## config.mk

```make
export PLATFORM = sky130hd
export DESIGN_NAME = oai222_vector_sweeper_flat
export DESIGN_NICKNAME = d
export VERILOG_FILES = /design/src/rtl/oai222_vector_sweeper_if.sv /design/src/rtl/oai222_vector_sweeper.sv /design/src/flat_wrapper.sv
export SDC_FILE = /design/constraint.sdc
export NUM_CORES = 1
export LEC_CHECK = 0
export BUFFER_PORTS_ARGS = -buffer_cell sky130_fd_sc_hd__buf_2
export CORE_ASPECT_RATIO = 0.9
export CORE_UTILIZATION = 35
export DETAILED_ROUTE_END_ITERATION = 8
export GPL_TIMING_DRIVEN = 0
export PLACE_DENSITY_LB_ADDON = 0.05
export SLEW_MARGIN = 20
export SYNTH_ARGS = -nofsm -noshare
export SYNTH_HDL_FRONTEND = slang
export SYNTH_SLANG_ARGS = --single-unit
```

## constraint.sdc

```tcl
create_clock -name CK -period 2.1 [get_ports CK]
set_input_delay 0 -clock CK [delete_from_list [all_inputs] [get_ports CK]]
set_output_delay 0 -clock CK [all_outputs]
set_load 0.05 [all_outputs]
```

## src/rtl/oai222_vector_sweeper_if.sv

```systemverilog
// Signal bundle between the OAI222 vector sweeper and the cell under test / its host.
// master: sweeper side, slave: cell/host side.
interface oai222_vector_sweeper_if;
    logic       START;
    logic       ZN_IN;
    logic       A1;
    logic       A2;
    logic       B1;
    logic       B2;
    logic       C1;
    logic       C2;
    logic       BUSY;
    logic       DONE;
    logic [6:0] ERR_CNT;
    logic       FIRST_ERR_VLD;
    logic [5:0] FIRST_ERR_VEC;

    modport master (
        input  START, ZN_IN,
        output A1, A2, B1, B2, C1, C2,
        output BUSY, DONE, ERR_CNT, FIRST_ERR_VLD, FIRST_ERR_VEC
    );

    modport slave (
        output START, ZN_IN,
        input  A1, A2, B1, B2, C1, C2,
        input  BUSY, DONE, ERR_CNT, FIRST_ERR_VLD, FIRST_ERR_VEC
    );
endinterface

```

## src/rtl/oai222_vector_sweeper.sv

```systemverilog
// Exhaustive 64-vector functional sweep of an OAI222 cell, counting mismatches on ZN.
//
// state | meaning
// IDLE  | waiting for START, stimulus parked at 0
// DRIVE | current vector applied, settle counter running 1..SETTLE
// CHECK | ZN_IN compared against the expected value at the closing edge
// FIN   | sweep complete, results held until next START or reset
module oai222_vector_sweeper #(
    parameter int SETTLE = 2
) (
    input  logic                      CK,
    input  logic                      RN,
    oai222_vector_sweeper_if.master   sw
);

    localparam logic [3:0] SETTLE_C = 4'(SETTLE);

    typedef enum logic [1:0] {
        IDLE  = 2'd0,
        DRIVE = 2'd1,
        CHECK = 2'd2,
        FIN   = 2'd3
    } state_t;

    state_t     state, state_nx;
    logic [5:0] vec, vec_nx;
    logic [3:0] settle_cnt, settle_cnt_nx;
    logic [5:0] stim, stim_nx;
    logic       busy, busy_nx;
    logic       done, done_nx;
    logic [6:0] err_cnt, err_cnt_nx;
    logic       first_err_vld, first_err_vld_nx;
    logic [5:0] first_err_vec, first_err_vec_nx;

    logic       exp_zn;
    logic       mismatch;

    assign exp_zn   = ~((vec[5] | vec[4]) & (vec[3] | vec[2]) & (vec[1] | vec[0]));
    assign mismatch = (sw.ZN_IN != exp_zn);

    always_ff @(posedge CK) begin
        if (!RN) begin
            state         <= IDLE;
            vec           <= 6'd0;
            settle_cnt    <= 4'd0;
            stim          <= 6'd0;
            busy          <= 1'b0;
            done          <= 1'b0;
            err_cnt       <= 7'd0;
            first_err_vld <= 1'b0;
            first_err_vec <= 6'd0;
        end else begin
            state         <= state_nx;
            vec           <= vec_nx;
            settle_cnt    <= settle_cnt_nx;
            stim          <= stim_nx;
            busy          <= busy_nx;
            done          <= done_nx;
            err_cnt       <= err_cnt_nx;
            first_err_vld <= first_err_vld_nx;
            first_err_vec <= first_err_vec_nx;
        end
    end

    always_comb begin
        state_nx         = state;
        vec_nx           = vec;
        settle_cnt_nx    = settle_cnt;
        stim_nx          = stim;
        busy_nx          = busy;
        done_nx          = done;
        err_cnt_nx       = err_cnt;
        first_err_vld_nx = first_err_vld;
        first_err_vec_nx = first_err_vec;

        case (state)
            IDLE, FIN: begin
                if (sw.START) begin
                    state_nx         = DRIVE;
                    vec_nx           = 6'd0;
                    settle_cnt_nx    = 4'd1;
                    stim_nx          = 6'd0;
                    busy_nx          = 1'b1;
                    done_nx          = 1'b0;
                    err_cnt_nx       = 7'd0;
                    first_err_vld_nx = 1'b0;
                    first_err_vec_nx = 6'd0;
                end
            end

            DRIVE: begin
                if (settle_cnt == SETTLE_C) begin
                    state_nx = CHECK;
                end else begin
                    settle_cnt_nx = settle_cnt + 4'd1;
                end
            end

            CHECK: begin
                if (mismatch) begin
                    err_cnt_nx = err_cnt + 7'd1;
                    if (!first_err_vld) begin
                        first_err_vld_nx = 1'b1;
                        first_err_vec_nx = vec;
                    end
                end
                // Last vector: park stimulus and leave vec at 63 rather than wrapping.
                if (vec == 6'd63) begin
                    state_nx = FIN;
                    busy_nx  = 1'b0;
                    done_nx  = 1'b1;
                    stim_nx  = 6'd0;
                end else begin
                    state_nx      = DRIVE;
                    vec_nx        = vec + 6'd1;
                    stim_nx       = vec + 6'd1;
                    settle_cnt_nx = 4'd1;
                end
            end

            default: begin
                state_nx = IDLE;
            end
        endcase
    end

    assign sw.A1            = stim[5];
    assign sw.A2            = stim[4];
    assign sw.B1            = stim[3];
    assign sw.B2            = stim[2];
    assign sw.C1            = stim[1];
    assign sw.C2            = stim[0];
    assign sw.BUSY          = busy;
    assign sw.DONE          = done;
    assign sw.ERR_CNT       = err_cnt;
    assign sw.FIRST_ERR_VLD = first_err_vld;
    assign sw.FIRST_ERR_VEC = first_err_vec;

endmodule

```

## src/flat_wrapper.sv

```systemverilog
// flat-port wrapper written by rule: the top's interface ports become plain ports
module oai222_vector_sweeper_flat 
#(
    parameter int SETTLE = 2
)
  (CK, RN, sw_START, sw_ZN_IN, sw_A1, sw_A2, sw_B1, sw_B2, sw_C1, sw_C2, sw_BUSY, sw_DONE, sw_ERR_CNT, sw_FIRST_ERR_VLD, sw_FIRST_ERR_VEC);
  oai222_vector_sweeper_if sw_i ();
  input  logic CK;
  input  logic RN;
  input wire logic [$bits(sw_i.START)-1:0] sw_START;
  input wire logic [$bits(sw_i.ZN_IN)-1:0] sw_ZN_IN;
  output wire logic [$bits(sw_i.A1)-1:0] sw_A1;
  output wire logic [$bits(sw_i.A2)-1:0] sw_A2;
  output wire logic [$bits(sw_i.B1)-1:0] sw_B1;
  output wire logic [$bits(sw_i.B2)-1:0] sw_B2;
  output wire logic [$bits(sw_i.C1)-1:0] sw_C1;
  output wire logic [$bits(sw_i.C2)-1:0] sw_C2;
  output wire logic [$bits(sw_i.BUSY)-1:0] sw_BUSY;
  output wire logic [$bits(sw_i.DONE)-1:0] sw_DONE;
  output wire logic [$bits(sw_i.ERR_CNT)-1:0] sw_ERR_CNT;
  output wire logic [$bits(sw_i.FIRST_ERR_VLD)-1:0] sw_FIRST_ERR_VLD;
  output wire logic [$bits(sw_i.FIRST_ERR_VEC)-1:0] sw_FIRST_ERR_VEC;
  assign sw_i.START = sw_START;
  assign sw_i.ZN_IN = sw_ZN_IN;
  assign sw_A1 = sw_i.A1;
  assign sw_A2 = sw_i.A2;
  assign sw_B1 = sw_i.B1;
  assign sw_B2 = sw_i.B2;
  assign sw_C1 = sw_i.C1;
  assign sw_C2 = sw_i.C2;
  assign sw_BUSY = sw_i.BUSY;
  assign sw_DONE = sw_i.DONE;
  assign sw_ERR_CNT = sw_i.ERR_CNT;
  assign sw_FIRST_ERR_VLD = sw_i.FIRST_ERR_VLD;
  assign sw_FIRST_ERR_VEC = sw_i.FIRST_ERR_VEC;
  oai222_vector_sweeper #(.SETTLE(SETTLE)) u_core (.CK(CK), .RN(RN), .sw(sw_i));
endmodule
```

==> results.md <==
* DR iter-0 viols at 66
* Initial core utilization at 37.6%
* Top sig layer: met4
* CTS sink cnt at 34
* Tcrit/Tclk final at 93.3%
* Number of global-route vias before repair at 1501
* DR pass1 iterations at 4
* Post-synth top area share at 39.3%
* Row cnt at 23
* Warning count from the yosys run at 0
* Root Buffer Master: clkbuf_8
* Area occupied by registers at 683 sq um
* Largest delay share family, worst path: simple AND/OR/NAND/NOR gates
* Seq pwr share at 48.2%
* Worst-margin pin slew at 0.565 ns
* Area post-placement at 1930 sq um
* Crit end category: flip-flop
* DRC Markers at 0
* Initial antenna violation count at 0
* XOR/XNOR Fraction of Synth Area at 2.53%
* Crit path buf inv count at 3
* Status: complete, no violations
* First-pass GRT wire length at 7400 um
* Clock slew at reported path FFs at 0.07 ns
* Worst-path cell chain: inv_1 -> ha_2 -> clkbuf_4 -> inv_2 -> or4_1 -> or4_1 -> o211ai_1
* DIE WIDTH at 76.1 um
* H-Tree Depth at 2
* PortBufs at 25
* Clk_skew at 0.00544 ns
* Post-synthesis simple-gate area fraction at 27.0%
* #FFs+latches synth at 34
* Antenna Nets Post-Route at 0
* Synth area leaders: dfxtp_1, ha_1, a21oi_1
* Setup Viol. Count Final at 0
* Vias per Instance at 5.51
* Max_cap viols at 0
* Async SR Flop Fraction at 0%
* Distinct cells, synth at 41
* Fillers at 489
* Num CTS Buffers at 5
* Largest family of logic cells by synthesized area: simple AND/OR/NAND/NOR gates
* Sequential area share after synthesis at 39.3%
* WL met2 at 2140 um
* Crit Path Category: flip-flop to flip-flop
* CTS tree: built
* RSZ-0062 raised after global routing: no
* VDD IR-drop max at 406 uV
* Min Clock Period, post-route at 1.96 ns
* Share of cells above drive strength 1 at 21.8%
* Crit-path max FO at 10
* Leak at 0.000802 uW
* Core area at 4600 sq um
* P&R area growth vs syn at 19.9%
* Power share of the clock group at 36.8%
* Overall Global Routing Usage at 18.3%
* Maximum clock insertion buffer count at 2
* Largest net degree at the start of global routing at 12
* PwrDens at 667 nW/um^2
* Post-DP HPWL at 3210 um
* Area taken by multi-input logic gates at 1020 sq um
* Internal power at 984 uW
* Critical path required time at 2.30 ns
* Sw Pwr at 400 uW
* Overflow after GRT at 0
* Mapped Nets at 219
* Vias at 1659
* WL final at 4590 um
* Commonest cells post-synth: dfxtp_1, nand2_1, a21oi_1, nand3_1, nor2_1
* Main synth FF type: dfxtp_1
* Crit-path max cell delay at 0.51 ns
* Final instance area at 2080 sq um
* CTS Hold Buffers Added at 0
* Final hold vios at 0
* Synth Area in Adders at 5.78%
* Multiplexer area fraction after synthesis at 0.578%
* Worst Hold Class: input pin to flip-flop
* Power Total at 1380 uW
* I/O pin total at 26
* Inserted Diodes at 0
* Post-synth EDFFs at 0
* Worst EP arrival at 2.16 ns
* Routed wl met3 at 174 um
* Skew-Pair Late Insertion Delay at 0.28 ns
* Complex-gate fraction of the synthesized area at 20.7%
* Gate Count Post-Synth at 207
* Worst rel slew slack at 62.4%
* Slowest CP cell: or4_1
* Wire length per cell at 15.2 um
* Most common cell in the synthesized netlist: dfxtp_1
* CP startpoint kind: flip-flop
* Max Freq at 0.511 GHz
* Crit path top cell by count: or4_1
* Syn avg cell area at 8.37 sq um
* Cell area after synthesis at 1730 sq um
* Sw Share at 28.9%
* Die Span Y at 68.7 um
* Layout Nets at 250
* WL met1 at 2270 um
* Logic pwr share at 15.0%
* Final Max Tran Viols at 0
* Die ar. at 5230 sq um
* Yosys top cell by area: dfxtp_1
* Routability congestion estimate at 0.795
## logic make-up (layout without fill, tap and decap cells)
family | count (synthesis) | in the layout
compound gates | 53 | 53
xor+xnor | 5 | 5
fa+ha+maj | 8 | 8
buf+inv | 18 | 50
flops | 34 | 34
mux | 1 | 1
simple gates | 88 | 88
## final timing paths
| path | start | endpoint | slack, ns | cells past startpoint |
|---|---|---|---|---|
| worst max-delay path | u_core.state[0] | u_core.sw.ERR_CNT[5] | 0.14 | 7 |
| worst min register to register | u_core.stim[4] | u_core.stim[4] | 0.46 | 2 |
| worst min-delay path | RN | u_core.sw.ERR_CNT[1] | 0.13 | 3 |
| worst max register to register | u_core.state[0] | u_core.sw.ERR_CNT[5] | 0.14 | 7 |
## worst min-delay path: stages
cell,delay [ns]
buf_2,0.12
nand2_1,0.16
o21ai_1,0.08
## cell usage in the layout, fill, tap and decap left out, drive strengths merged, types with 6 or more instances in the layout
cell type  count
a21oi         18
inv            7
nor2          11
a32o           6
nor3           7
buf           27
dfxtp         34
o21ai         10
nand2         19
nand3         20
clkbuf        14
or3            6
ha             8
## per-stage QoR
stage | cells | TNS (ns) | util, % | setup slack (ns) | hold slack, ns
finish | 301 | 0 | 45.1 | 0.141 | 0.134
global route | 301 | 0 | 45.1 | 0.0333 | 0.152
CTS | 301 | 0 | 44.3 | 0.0264 | 0.0813
detailed placement | 294 | -1.02 | 42.0 | -0.223 | 0.364
global placement | 294 | -0.415 | 42.0 | -0.207 | 0.359
floorplan | 207 | 0 | - | 0.0944 | 0.163
## power by group through the flow
stage                     Combinational [uW]  Sequential (uW)  Clock (uW)
final                                    208              667         509
after global routing                     231              670         557
after CTS                                192              666         529
after detailed placement                 183              681           0
after global placement                   181              681           0
after floorplan                          120              693           0
## metal layers
layer	vias to the layer above	GRT usage, %
met4	0	4.33
li1	825	-
met5	-	0
met2	38	31.1
met3	2	4.34
met1	794	23.9
## registers in the layout, indices dropped and copies added (netlist names)
| register | cells |
|---|---|
| u_core.sw.BUSY | 1 |
| u_core.sw.FIRST_ERR_VEC | 6 |
| u_core.state | 2 |
| u_core.stim | 6 |
| u_core.sw.FIRST_ERR_VLD | 1 |
| u_core.vec | 6 |
| u_core.settle_cnt | 4 |
| u_core.sw.ERR_CNT | 7 |
| u_core.sw.DONE | 1 |
## what timing repair did
item | 4_1_cts | 5_1_grt
endpoints found under the setup margin | 9 | 16
pin swaps | 0 | 1
gates cloned | 0 | 0
setup buffers | 0 | 1
resized for setup | 4 | 10
endpoints found under the hold margin | 0 | 0
## layout make-up
| type | instances | area share, % |
|---|---|---|
| multi-input combinational | 155 | 49.2 |
| sequential | 34 | 32.9 |
| timing repair buffer | 26 | 6.39 |
| clock buffer | 6 | 3.98 |
| tap | 62 | 3.74 |
| buffer | 9 | 1.87 |
| inverter | 7 | 1.27 |
| clock inverter | 2 | 0.603 |
(Power assumes the default switching activity.)
